File: src/rtl/calc_display.sv
// Calculator result display: captures printed digits into a shadow frame,
// commits complete frames and time-multiplexes them onto an 8-digit display.
module calc_display #(
  parameter int unsigned SCAN_DIV = 50000
) (
  input  logic       clock,
  input  logic       reset,
  input  logic [1:0] status,
  input  logic [3:0] data,
  input  logic [3:0] pos,
  output logic [6:0] seg,
  output logic [7:0] an,
  output logic       frame_done,
  output logic       err
);

  localparam logic [1:0] ST_ERR   = 2'b00;
  localparam logic [1:0] ST_PRINT = 2'b11;
  localparam logic [15:0] WRAP    = 16'(SCAN_DIV - 1);

  logic [7:0][3:0] shadow_q, shadow_d;
  logic [7:0][3:0] disp_q, disp_d;
  logic [7:0]      valid_q, valid_d;
  logic            err_q, err_d;
  logic            fd_q, fd_d;
  logic [15:0]     cnt_q, cnt_d;
  logic [2:0]      idx_q, idx_d;
  logic [6:0]      seg_q, seg_d;
  logic [7:0]      an_q, an_d;

  logic       cap;
  logic       last;
  logic       commit;
  logic [2:0] slot;
  logic [2:0] msd;

  function automatic logic [6:0] glyph(input logic [3:0] d);
    logic [6:0] g;
    case (d)
      4'd0:    g = 7'h40;
      4'd1:    g = 7'h79;
      4'd2:    g = 7'h24;
      4'd3:    g = 7'h30;
      4'd4:    g = 7'h19;
      4'd5:    g = 7'h12;
      4'd6:    g = 7'h02;
      4'd7:    g = 7'h78;
      4'd8:    g = 7'h00;
      4'd9:    g = 7'h10;
      default: g = 7'h7F;
    endcase
    return g;
  endfunction

  function automatic logic [6:0] err_glyph(input logic [2:0] i);
    logic [6:0] g;
    case (i)
      3'd3:    g = 7'h06;
      3'd2:    g = 7'h2F;
      3'd1:    g = 7'h2F;
      3'd0:    g = 7'h23;
      default: g = 7'h7F;
    endcase
    return g;
  endfunction

  always_comb begin
    cap    = (status == ST_PRINT) && (pos >= 4'd1) && (pos <= 4'd8);
    last   = cap && (pos == 4'd8);
    commit = last && (&valid_q[6:0]);
    slot   = pos[2:0] - 3'd1;
  end

  // Frame capture: shadow collects digits, display updates only on commit
  always_comb begin
    shadow_d = shadow_q;
    valid_d  = valid_q;
    disp_d   = disp_q;
    err_d    = err_q;
    fd_d     = 1'b0;
    if (cap) begin
      shadow_d[slot] = data;
      valid_d[slot]  = 1'b1;
    end
    if (status != ST_PRINT || last) begin
      valid_d = '0;
    end
    if (commit) begin
      disp_d = shadow_d;
      err_d  = 1'b0;
      fd_d   = 1'b1;
    end
    if (status == ST_ERR) begin
      err_d = 1'b1;
    end
  end

  always_comb begin
    msd = '0;
    for (int i = 1; i < 8; i++) begin
      if (disp_q[i] != 4'd0) msd = 3'(i);
    end
  end

  always_comb begin
    cnt_d = (cnt_q == WRAP) ? '0 : cnt_q + 16'd1;
    idx_d = (cnt_q == WRAP) ? idx_q + 3'd1 : idx_q;
    an_d  = ~(8'd1 << idx_q);
    if (err_q) begin
      seg_d = err_glyph(idx_q);
    end else if (idx_q > msd) begin
      seg_d = 7'h7F;
    end else begin
      seg_d = glyph(disp_q[idx_q]);
    end
  end

  always_ff @(posedge clock or posedge reset) begin
    if (reset) begin
      shadow_q <= '0;
      disp_q   <= '0;
      valid_q  <= '0;
      err_q    <= 1'b0;
      fd_q     <= 1'b0;
      cnt_q    <= '0;
      idx_q    <= '0;
      seg_q    <= 7'h7F;
      an_q     <= 8'hFF;
    end else begin
      shadow_q <= shadow_d;
      disp_q   <= disp_d;
      valid_q  <= valid_d;
      err_q    <= err_d;
      fd_q     <= fd_d;
      cnt_q    <= cnt_d;
      idx_q    <= idx_d;
      seg_q    <= seg_d;
      an_q     <= an_d;
    end
  end

  assign seg        = seg_q;
  assign an         = an_q;
  assign frame_done = fd_q;
  assign err        = err_q;

endmodule

File: config.mk
export PLATFORM = sky130hd
export DESIGN_NAME = calc_display
export DESIGN_NICKNAME = d
export VERILOG_FILES = /design/src/rtl/calc_display.sv
export SDC_FILE = /design/constraint.sdc
export NUM_CORES = 1
export LEC_CHECK = 0
export CELL_PAD_IN_SITES_DETAIL_PLACEMENT = 1
export CELL_PAD_IN_SITES_GLOBAL_PLACEMENT = 1
export CORE_ASPECT_RATIO = 1.25
export CORE_MARGIN = 10
export CORE_UTILIZATION = 50
export CTS_BUF_LIST = sky130_fd_sc_hd__clkbuf_8
export CTS_CLUSTER_DIAMETER = 150
export DETAILED_ROUTE_END_ITERATION = 10
export HOLD_SLACK_MARGIN = 0.1
export MAX_ROUTING_LAYER = met4
export PLACE_DENSITY = 0.91
export SLEW_MARGIN = 20
export SYNTH_ARGS = -nofsm -noshare
export SYNTH_HDL_FRONTEND = slang
export SYNTH_SLANG_ARGS = --single-unit
File: constraint.sdc
create_clock -name clock -period 4.8 [get_ports clock]
set_input_delay 0.96 -clock clock [delete_from_list [all_inputs] [get_ports clock]]
set_output_delay 0.96 -clock clock [all_outputs]
set_load 0.02 [all_outputs]
Word-level counts from Yosys, hierarchy flattened
Memory sizes are Yosys's and may differ from the RTL's.
Cells that the tools add are included.
{"block": "word_totals", "ff_bits": 108, "romBits": 112, "word_cells": 86, "mem_count": 1}
{"block": "classes", "n_addsub": 3, "order_cmp": 6, "eq_ne": 7, "shifts": 1, "muxes": 24, "n_bitwise": 2, "reduce_logical": 19}
{"name": "(no name shown)", "words": 16, "width": 7, "rd": 1, "rd_ports_with_merged_regs": 0, "write_ports": 0, "line_no": "39", "source": "case (d)"}
{"operator": "$bwmux 32", "n": 1}
{"operator": "$mux 32", "n": 1}
{"operator": "$reduce_bool 4->1", "n": 7}
{"operator": "$pmux 7 s3", "n": 1}
{"operator": "$mux 3", "n": 6}
{"operator": "$add 16x1->16 const B", "n": 1}
{"operator": "$eq 16x16->1 const B", "n": 1}
{"operator": "$mux 16", "n": 1}
{"operator": "$mux 8", "n": 2}
{"operator": "$mux 7", "n": 2}
{"operator": "$bmux 4 s3", "n": 1}
{"operator": "$demux 4 s3", "n": 1}
{"operator": "$lt 3x4->1 const B", "n": 2}
{"operator": "$mux 4", "n": 2}
{"operator": "$not 8->8", "n": 1}
{"operator": "$or 8x8->8", "n": 1}
{"operator": "$shl 1x3->8 const A", "n": 1}
{"operator": "$reduce_and 7->1", "n": 1}
{"operator": "$eq 3x2->1 const B", "n": 2}
{"operator": "$logic_and 1x1->1", "n": 5}
{"operator": "$mux 1", "n": 5}
{"operator": "$eq 4x4->1 const B", "n": 1}
{"operator": "$ge 4x1->1 const B", "n": 1}
{"operator": "$le 4x4->1 const B", "n": 1}
{"operator": "13 further kinds", "n": 14}

Logic depth before layout (Yosys ltp)
{"block": "depth", "depth_word": 11, "mapped_depth": 11, "depth_no_buf": 11}

Worst setup path after synthesis
Ideal clock, no wire load.
{"block": "synth_timing", "path_kind": "input to register", "from": "input port pos[0]", "to": "register disp_q[24] (netlist bit)", "arrival_time_ps": 2674, "t_required_ps": 4673, "slack_ps": 1999, "path_stages": 7, "n_path_buf": 0, "cell_sequence": "inv_1 > ha_1 > or4b_4 > o2111ai_2 > nand2b_1 > mux2_1 > mux2_1"}
{"element": "from (decl)", "line_no": "10", "source": "input logic [3:0] pos,"}
{"element": "to (signal assigned)", "line_no": "131", "source": "disp_q <= disp_d;"}
{"element": "to (decl)", "line_no": "22", "source": "logic [7:0][3:0] disp_q, disp_d;"}

Worst setup path in the final report
{"block": "layout_timing", "from": "input port pos[0]", "to": "register disp_q[20] (netlist bit)"}
{"block": "layout_between", "elab_chain_len": 7, "word_cells_on_any_way": 15}
{"element": "$sub 3x1->3", "line_no": "71", "source": "slot = pos[2:0] - 3'd1;"}
{"element": "$lt 3x4->1 (not written as such) / $ge 3x1->1 (equally long branches)", "line_no": "82", "source": "shadow_d[slot] = data;"}
{"element": "$logic_and 1x1->1 (not written as such)", "line_no": "82"}
{"element": "$mux 4 (not written as such)", "line_no": "82"}
{"element": "$demux 4 s3", "line_no": "82"}
{"element": "$bwmux 32", "line_no": "82"}
{"element": "$mux 32", "line_no": "81", "source": "if (cap) begin"}
Several ways; a longest one is shown, not always the timed one.
A chain may end at the register's enable or synchronous reset.

==> results.toml <==
[timing]
max-slew-margin-rel = 0.4080
fin_crit_sh = 0.6842
setup_ws_ps = 1516
period_needed_ps = 3284
worst_slew_pin_slew_ps = 883.3
fin_worst_skew_ps = 14.04
setup_viol = 0
tns_ps = 0
hold_viol = 0
slew_violations = 0
fmax_mhz = 304.5
rsz0062_at_grt = "no"

[yosys]
syn_area_sq_mm = 0.004922
ys_ff_latch = 107
synth_warnings = 0
yosys.area.top_type = "dfrtp_1"
synthTopCellsByArea = "dfrtp_1 47%, dfstp_2 8.0%, mux2_2 6.2%"
synth-seq-area-share = 0.5478
ys_top_cells_by_count = "92 x dfrtp_1, 77 x nand2_1, 27 x mux2_2"
syn_nets = 435
synth_top_area_frac = 0.4677
avgSynthCellArea_sq_um = 12.12
synth_flop_cell = "dfrtp_1"
synth_cell_types = 51
synth-edff-count = 0
synth.most_common_cell = "dfrtp_1"
synth_async_sr_flop_share = 1.000
syn_inst = 406

[power_and_ir_drop]
p_total_mw = 1.690
powerDensity_mw_per_mm2 = 306.4
vdd_drop_max_mv = 0.1841
leakagePower_nw = 2.604

[clock_network]
post_cts_resized = 0
clockRootBuffer = "clkbuf_8"
worstSkewPairLatency_ps = 370
cts_hold_buf = 0
postCtsSetupRepairBufs = 0
path_clk_slew_ps = 100
numClockSinks = 107
numCtsBuffers = 9
htree_levels = 3
cts_max_path_buffers = 2
cts_tree = "done"

[die]
pin_count = 29
die_h_um = 130.9
die_width_um = 108.7
core.rowCount = 40
core_area_sq_mm = 0.009609
start_util = 0.5122
die_area_sq_mm = 0.01424

[grt]
grt_max_degree = 52
grt_pass1_vias = 3639
grt_overflow = 0
antenna_found_initial = 0
track_usage = 0.1744
grt_pass1_wl_um = 18650

[setup_path]
critical_path_arrival_ps = 3540
critPathBufInv = 3
worstSetupPathType = "input port to flop"
crit_family = "simple AND/OR/NAND/NOR gates"
path_cells = "clkdlybuf4s50_1, inv_1, ha_1, and2b_2, nand2_1, or4_1, clkinv_8, mux2_2"
crit_slowest_cell = "or4_1"
timing.critical_path.slowest_cell_delay_ps = 850
crit_required_ps = 5050
path_max_fanout = 18
start_kind = "input port"
end_kind = "flop"

[finish]
multi_input_area_sq_mm = 0.002088
drive_gt1_frac = 0.1869
diodes = 0
fillers = 1016
synthToLayoutAreaGrowth_pct = 12.07
nets = 470
final_util = 0.5741
seq_area_sq_mm = 0.002696
fin_cells = 570

[status]
status = "complete, no violations"

[job]
maxCapViolCount = 0

[place]
dp.cells = 556
io_buffers = 28
place_ws_ps = 1127
dp_hpwl_um = 8759
gp_congestion = 0.8745

[detailed_routing]
detail_route.wl_per_cell_um = 19.89
drtIter0Drc = 96
via_per_inst = 5.621
drc = 0
vias = 3204
wl_um = 11340
ant_nets = 0
firstDrtPassIters = 4

[min_path]
hp-class = "flop to flop"
[power by group]
part	switching [mW]	internal, mW
registers	0.0325	0.974
clock network	0.295	0.251
logic	0.0673	0.0704
[kinds of logic (layout without fill, tap and decap cells)]
kind of cell / count (synthesis) / count (layout) / share of synthesized area
fa+ha+maj: 17 / 17 / 0.04321
buf+inv: 25 / 63 / 0.02796
xor+xnor: 18 / 18 / 0.03203
mux: 62 / 62 / 0.1650
flops: 107 / 107 / 0.5478
compound gates: 30 / 30 / 0.04347
simple gates: 147 / 147 / 0.1406
[worst reg2reg max path, delay by kind of cell (launching register included)]
family	cells	cell delay [ps]
mux	2	1200
fa+ha+maj	1	280
flops	1	760
buf+inv	1	200
compound gates	1	350
[registers in the layout, summed over array words and instances (netlist names), 3 cells and up]
signal    flops
disp_q       32
shadow_q     32
cnt_q        16
an            8
seg           7
valid_q       7
idx_q         3
[final cells by class]
cell class	count	share of cell area
flip-flops and latches	107	0.4888
multi-input cells	274	0.3785
repair buffers	31	0.05489
well taps	126	0.02858
clock buffers	10	0.02495
inverters	18	0.01497
clock inverters	4	0.009299
[metal layers]
layer	share of wire	GRT usage
met1	0.38	0.1787
met2	0.56	0.3161
met3	0.028	0.02891
met4	0.033	0.08469
met5	0	-
[placed cells by master, fill, tap and decap left out, types with 4 or more instances in the layout]
| cell type | netlist | layout |
|---|---|---|
| dfrtp_1 | 92 | 92 |
| nand2_1 | 77 | 77 |
| clkdlybuf4s50_1 | 0 | 28 |
| mux2_2 | 27 | 27 |
| nor2_1 | 19 | 19 |
| ha_1 | 17 | 17 |
| inv_1 | 17 | 16 |
| mux2_1 | 16 | 16 |
| dfstp_2 | 15 | 15 |
| nand3_1 | 14 | 14 |
| xnor2_1 | 10 | 10 |
| clkbuf_8 | 0 | 10 |
| a21oi_1 | 9 | 9 |
| xor2_1 | 8 | 8 |
| mux4_2 | 8 | 8 |
| nor4_1 | 7 | 7 |
| o21ai_0 | 6 | 6 |
| mux2_4 | 5 | 5 |
| nand2b_1 | 5 | 5 |
| mux2i_1 | 5 | 5 |
| a21boi_0 | 5 | 5 |
| nand4_1 | 4 | 4 |
[final timing paths]
| kind | start | to | slack (ps) | depth (start not counted) |
|---|---|---|---|---|
| max in group asynchronous | reset | frame_done | 2880 | 3 |
| setup reg to reg | idx_q[2] | seg[6] | 1940 | 5 |
| hold / removal | shadow_q[14] | disp_q[14] | 480 | 2 |
| min in group asynchronous | reset | disp_q[4] | 1010 | 2 |
| hold reg to reg | shadow_q[14] | disp_q[14] | 480 | 2 |
| setup / recovery | pos[0] | disp_q[20] | 1520 | 8 |
[through the flow]
step | cell area (sq um) | hold WS, ps
2_1_floorplan | 4922 | 434.1
3_3_place_gp | 5328 | 451.7
3_5_place_dp | 5328 | 456.5
4_1_cts | 5517 | 480.5
5_1_grt | 5517 | 512.8
6_report | 5517 | 477.5
Power figures use the tool's default switching activity.
